## src/rtl/mem_bus_arbiter.sv

```systemverilog
// mem_bus_arbiter: shares one memory port between the instruction-fetch and data buses.
// Data wins by default; an ibus that keeps losing to dbus is eventually forced through.
module mem_bus_arbiter #(
  parameter int ADDR_W       = 64,
  parameter int DATA_W       = 64,
  parameter int STARVE_LIMIT = 4
) (
  input  logic              clk,
  input  logic              reset,
  input  logic              ireq_valid,
  input  logic [ADDR_W-1:0] ireq_addr,
  output logic              iresp_addr_ok,
  output logic              iresp_data_ok,
  output logic [31:0]       iresp_data,
  input  logic              dreq_valid,
  input  logic [ADDR_W-1:0] dreq_addr,
  input  logic [2:0]        dreq_size,
  input  logic [7:0]        dreq_strobe,
  input  logic [DATA_W-1:0] dreq_data,
  output logic              dresp_addr_ok,
  output logic              dresp_data_ok,
  output logic [DATA_W-1:0] dresp_data,
  output logic              m_valid,
  output logic [ADDR_W-1:0] m_addr,
  output logic [2:0]        m_size,
  output logic [7:0]        m_strobe,
  output logic [DATA_W-1:0] m_data,
  input  logic              m_addr_ok,
  input  logic              m_data_ok,
  input  logic [DATA_W-1:0] m_rdata
);

  localparam logic [3:0] LIMIT = 4'(STARVE_LIMIT);

  typedef enum logic [1:0] {IDLE, REQ, WAIT} state_e;

  state_e            state_q, state_d;
  logic              ownerData_q, ownerData_d;
  logic [ADDR_W-1:0] reqAddr_q, reqAddr_d;
  logic [2:0]        reqSize_q, reqSize_d;
  logic [7:0]        reqStrobe_q, reqStrobe_d;
  logic [DATA_W-1:0] reqData_q, reqData_d;
  logic [3:0]        starveCnt_q, starveCnt_d;
  logic              addrOk, dataOk;

  always_ff @(posedge clk or negedge reset) begin
    if (!reset) begin
      state_q     <= IDLE;
      ownerData_q <= 1'b0;
      reqAddr_q   <= '0;
      reqSize_q   <= '0;
      reqStrobe_q <= '0;
      reqData_q   <= '0;
      starveCnt_q <= '0;
    end else begin
      state_q     <= state_d;
      ownerData_q <= ownerData_d;
      reqAddr_q   <= reqAddr_d;
      reqSize_q   <= reqSize_d;
      reqStrobe_q <= reqStrobe_d;
      reqData_q   <= reqData_d;
      starveCnt_q <= starveCnt_d;
    end
  end

  // dbus wins unless ibus is also waiting and has already lost LIMIT times in a row
  always_comb begin
    state_d     = state_q;
    ownerData_d = ownerData_q;
    reqAddr_d   = reqAddr_q;
    reqSize_d   = reqSize_q;
    reqStrobe_d = reqStrobe_q;
    reqData_d   = reqData_q;
    starveCnt_d = starveCnt_q;
    unique case (state_q)
      IDLE: begin
        if (dreq_valid && !(ireq_valid && starveCnt_q == LIMIT)) begin
          state_d     = REQ;
          ownerData_d = 1'b1;
          reqAddr_d   = dreq_addr;
          reqSize_d   = dreq_size;
          reqStrobe_d = dreq_strobe;
          reqData_d   = dreq_data;
          if (ireq_valid && starveCnt_q != LIMIT) starveCnt_d = starveCnt_q + 4'd1;
        end else if (ireq_valid) begin
          state_d     = REQ;
          ownerData_d = 1'b0;
          reqAddr_d   = ireq_addr;
          reqSize_d   = 3'd2;
          reqStrobe_d = '0;
          reqData_d   = '0;
          starveCnt_d = '0;
        end
      end
      REQ: begin
        if (m_addr_ok) state_d = m_data_ok ? IDLE : WAIT;
      end
      WAIT: begin
        if (m_data_ok) state_d = IDLE;
      end
      default: state_d = IDLE;
    endcase
  end

  always_comb begin
    addrOk        = (state_q == REQ) && m_addr_ok;
    dataOk        = (addrOk && m_data_ok) || ((state_q == WAIT) && m_data_ok);
    iresp_addr_ok = addrOk && !ownerData_q;
    dresp_addr_ok = addrOk && ownerData_q;
    iresp_data_ok = dataOk && !ownerData_q;
    dresp_data_ok = dataOk && ownerData_q;
    dresp_data    = '0;
    iresp_data    = '0;
    if (dataOk && ownerData_q) dresp_data = m_rdata;
    if (dataOk && !ownerData_q) iresp_data = reqAddr_q[2] ? m_rdata[63:32] : m_rdata[31:0];
  end

  assign m_valid  = (state_q == REQ);
  assign m_addr   = reqAddr_q;
  assign m_size   = reqSize_q;
  assign m_strobe = reqStrobe_q;
  assign m_data   = reqData_q;

endmodule
```

## config.mk

```make
export PLATFORM = sky130hd
export DESIGN_NAME = mem_bus_arbiter
export DESIGN_NICKNAME = d
export VERILOG_FILES = /design/src/rtl/mem_bus_arbiter.sv
export SDC_FILE = /design/constraint.sdc
export NUM_CORES = 1
export LEC_CHECK = 0
export BUFFER_PORTS_ARGS = -buffer_cell sky130_fd_sc_hd__buf_4
export CAP_MARGIN = 10
export CELL_PAD_IN_SITES_DETAIL_PLACEMENT = 1
export CELL_PAD_IN_SITES_GLOBAL_PLACEMENT = 1
export CORE_AREA = 2 2 200 202
export CTS_CLUSTER_DIAMETER = 40
export DETAILED_ROUTE_END_ITERATION = 8
export DIE_AREA = 0 0 202 204
export PLACE_DENSITY_LB_ADDON = 0.1
export SLEW_MARGIN = 20
export SYNTH_ARGS = -nofsm -noshare
export SYNTH_HDL_FRONTEND = slang
export SYNTH_SLANG_ARGS = --single-unit
```

## constraint.sdc

```tcl
create_clock -name clk -period 3.48 [get_ports clk]
set_input_delay 0.696 -clock clk [delete_from_list [all_inputs] [get_ports clk]]
set_output_delay 0.696 -clock clk [all_outputs]
set_load 0.05 [all_outputs]
```

# == Word-level counts from Yosys, hierarchy flattened ==
# Index checks and enable logic that the tools add are counted.
# word_totals
word_cells,56
register_bits,146
out_inout_bits,240
latchBits,0
romBits,0
memories,0
input_bits,273
ramBits,0
# op_classes
add_sub_neg,1
n_bitwise,0
n_eq_ne,8
div,0
mux,22
shifts,0
multipliers,0
magnitude_cmp,0
n_reduce_logical,18
# op_table
op,n
64-bit 2-to-1 mux,5
32-bit 2-to-1 mux,2
8-bit 2-to-1 mux,2
4-bit 2-to-1 mux,3
1-bit logical AND,10
2-bit 2-to-1 mux,5
3-bit 2-to-1 mux,2
2-bit one-hot mux with 3 select lines,1
3-bit AND reduction,2
"4-bit by 1-bit adder with 4-bit output, second input constant",1
"4-bit by 3-bit == test with 1-bit output, second input constant",1
"2-bit by 1-bit != test with 1-bit output, second input constant",2
"4-bit by 3-bit != test with 1-bit output, second input constant",1
"3-bit != test, second input constant",1
"2-bit by 1-bit == test with 1-bit output, second input constant",1
"2-bit == test, second input constant",1
1-bit logical NOT,2
2-bit logical NOT,1
1-bit 2-to-1 mux,2
"2-bit != test, second input constant",1
2-bit AND reduction,1
2-bit nonzero test,1
1-bit logical OR,1

# == Longest topological paths before layout ==
# logic_depth
depth_word,6
ltp_mapped,7

# == Least setup slack after synthesis ==
# OpenSTA, ideal clock, no wires.
# synth_timing
path_kind,register to output
start,"register reqAddr_q[2], in the netlist m_addr[2]"
end,output iresp_data[10]
arrival_ps,1944
stages_incl_launch_ff,5
n_path_buf,2
slack_ps,840
t_required_ps,2784
cell_sequence,dfrtp_1 clkbuf_1 buf_2 mux2i_1 nor2_1
# synth_between
elab_chain_cells,2
# synth_rtl
item,line_no,text
from (decl),39,"logic [ADDR_W-1:0] reqAddr_q, reqAddr_d;"
from (signal assigned),58,reqAddr_q <= reqAddr_d;
32-bit 2-to-1 mux (2 in a row),115,if (dataOk && !ownerData_q) iresp_data = reqAddr_q[2] ? m_rdata[63:32] : m_rdata[31:0];
to (decl),14,"output logic [31:0] iresp_data,"
# No other way between the ends.

# == Worst setup path after layout ==
# layout_timing
start,register state_q[1]
end,output dresp_data[29]
# layout_between
elab_chain_cells,6
# layout_rtl
item,line_no,text
from (decl),37,"state_e state_q, state_d;"
from (signal assigned),56,state_q <= state_d;
2-bit by 1-bit == test with 1-bit output,106,addrOk = (state_q == REQ) && m_addr_ok;
1-bit logical AND,106,
1-bit logical AND,107,dataOk = (addrOk && m_data_ok) || ((state_q == WAIT) && m_data_ok);
1-bit logical OR *,107,
1-bit logical AND *,114,if (dataOk && ownerData_q) dresp_data = m_rdata;
64-bit 2-to-1 mux *,114,
to (decl),22,"output logic [DATA_W-1:0] dresp_data,"
# Mark *: on every way between the ends. The rest lies on a longest branch, timed or not.

==> results.cfg <==
[layout]
final_cell_area_um2 = 12600
drive_gt1_share_pct = 44.5
regArea_um2 = 3650
final_nets = 1556
multi_input_area_um2 = 3520
final_util_pct = 32.1
fillCellCount = 4567
area_growth_pct = 64.4

[sta]
finalClockSkew_ns = 0.00593
fmax_ghz = 0.327
hold_viol = 0
rsz0062_at_grt = false
report.final.slew_viol_count = 0
tightestPinTransition_ns = 0.842
setup_violations = 0
tns_ns = 0
post-route-min-period_ns = 3.06
setup_ws_ns = 0.422
period_share_pct = 87.9
max_slew_margin_pct = 43.9

[critical_path]
path_cells = and3b_1 -> o211a_1 -> buf_4 -> and2_1 -> buf_4
worst_path_most_repeated_cell = buf_4
crit_buf_inv = 2
crit_slowest_cell = dfrtp_1
arrival_ns = 2.36
critPathMaxStageDelay_ns = 0.45
path_delay_family = buffers and inverters
critPathLaunchType = flip-flop
required_ns = 2.78
critPathMaxFanout = 65
endpoint_kind = primary output
crit_type = reg2out

[clock_network]
clk_latency_ns = 0.45
cts_tree = done
ctsHoldBuffers = 0
clock_sinks = 146
clkTransAtPathRegs_ns = 0.06
cts-root-buf = clkbuf_16
clockBufferDepth = 2
cts_resized = 0
htree_levels = 4
postCtsSetupBuffers = 0
cts_buffers = 17

[drt]
vias_per_cell = 4.65
finalWirelength_um = 39900
wire_per_inst_um = 21.9
drc = 0
drt_iter0_drc = 331
ant_nets = 0
vias = 8469
drtPass1Iterations = 4

[pwr]
peakVddDrop_mv = 0.364
fin_total_pwr_mw = 12.7
power_density_nw_per_um2 = 1010
power.static_leakage_nw = 6.00

[die]
initial_core_util_pct = 19.6
dieArea_um2 = 41200
num_io_pins = 513
die_width_um = 202
fp.dieH_um = 204
core-area_um2 = 39200
rows = 73

[placement]
gp_congestion = 0.817
portBuffers = 512
place_area_um2 = 11900
hpwl_um = 28200
place_ws_ns = 0.658

[run_status]
status = complete, no violations

[yosys]
synth-seq-area-share_pct = 47.7
synth.distinct_cells = 36
synth-seq-cells = 146
avgSynthCellArea_um2 = 9.32
synth_nets = 1097
synth_area_leaders = dfrtp_1, nand3_1, o2bb2ai_1
yosysTopAreaCell = dfrtp_1
synthCells = 822
synth.cell_area_um2 = 7660
ys_warn_count = 0
synth_top_area_share_pct = 47.7

[global_routing]
grt_use_total_pct = 18.6
overflow = 0
grt_start_max_net_pins = 90
first_global_vias = 8877
grt_pass1_wl_um = 58300
antenna_found_initial = 4

[hold_path]
min_path_type = in2async

[job]
maxCapViolCount = 0
-- worst reg2reg max path, cell delays in order, from the launching register on --
cell and delay, ns:
dfrtp_1 0.44, inv_1 0.08, ha_1 0.19, and4b_4 0.65, buf_4 0.36, o21ai_0 0.10
a31oi_1 0.18
-- synth_stat cells (all sizes together) --
master / number
nand2b: 1
clkbuf: 29
or3: 1
a31oi: 64
mux2i: 33
buf: 66
o211a: 1
nor3: 2
nor4b: 1
a21o: 1
or2: 2
o211ai: 1
and2: 66
and3b: 1
o21ai: 72
nand2: 6
o311ai: 1
o2bb2ai: 74
inv: 6
dfrtp: 146
or3b: 1
and4b: 1
ha: 2
nor2: 37
nor2b: 2
nand4b: 1
a21oi: 64
nand3: 140
-- power by group --
part / switching, mW / internal (mW) / total (mW)
combinational: 5.25 / 2.27 / 7.52
clock: 0.787 / 1.30 / 2.09
sequential: 0.582 / 2.53 / 3.12
total: 6.62 / 6.11 / 12.7
-- cells in the final DEF, fill, tap and decap left out, drive strengths merged --
cell     netlist  final
a21o           1      1
a21oi         64     64
a31oi         64     64
and2          66     66
and3b          1      1
and4b          1      1
buf           66    535
bufinv         0      5
clkbuf        29     20
clkinv         0      6
dfrtp        146    146
diode          0      4
ha             2      2
inv            6      6
mux2i         33     33
nand2          6      6
nand2b         1      1
nand3        140    140
nand4b         1      1
nor2          37     37
nor2b          2      2
nor3           2      2
nor4b          1      1
o211a          1      1
o211ai         1      1
o21ai         72     72
o2bb2ai       74     74
o311ai         1      1
or2            2      2
or3            1      1
or3b           1      1
-- final cells by class --
type,instances,area share [%]
Clock inverter,11,1.46
Tap cell,525,5.21
Antenna cell,4,0.0795
Timing Repair Buffer,535,32.5
Clock buffer,20,3.63
Multi-Input combinational cell,575,27.9
Inverter,6,0.179
Sequential cell,146,29.0
-- flip-flops by register name, summed over array words and instances, names as in the netlist --
signal and flops:
m_addr 64, m_data 64, m_size 3, m_strobe 8
ownerData_q 1, starveCnt_q 4, state_q 2
-- routing by layer --
layer,track usage [%],wire length (um),vias to the layer above
li1,-,-,3938
met5,0,0,-
met2,31.3,19800,301
met3,5.63,2710,42
met1,22.6,16500,4188
met4,6.33,804,0
-- kinds of logic (layout without fill, tap and decap cells) --
kind of cell,after synthesis,count (layout),synth area share [%]
compound gates,278,278,23.1
simple gates,262,262,18.0
flops,146,146,47.7
buf+inv,101,572,6.63
mux,33,33,4.31
fa+ha+maj,2,2,0.326
other cells,0,4,0
-- through the flow --
stage / cells / hold WS (ns)
2_1_floorplan: 822 / 0.400
3_3_place_gp: 1787 / 0.473
3_5_place_dp: 1787 / 0.475
4_1_cts: 1818 / 0.293
5_1_grt: 1821 / 0.321
6_report: 1822 / 0.275
-- path summary, 6_finish.rpt --
| check | start | to | slack, ns | depth (start not counted) |
|---|---|---|---|---|
| max | state_q[1] | dresp_data[29] | 0.42 | 5 |
| min | reset | m_addr[23] | 0.28 | 1 |
| max reg2reg | starveCnt_q[0] | m_addr[40] | 1.40 | 6 |
| min reg2reg | m_data[48] | m_data[48] | 0.49 | 1 |
| max in group asynchronous | reset | m_strobe[0] | 2.31 | 2 |
| min in group clk | m_data_ok | state_q[1] | 0.44 | 2 |
Power figures use the tool's default switching activity.
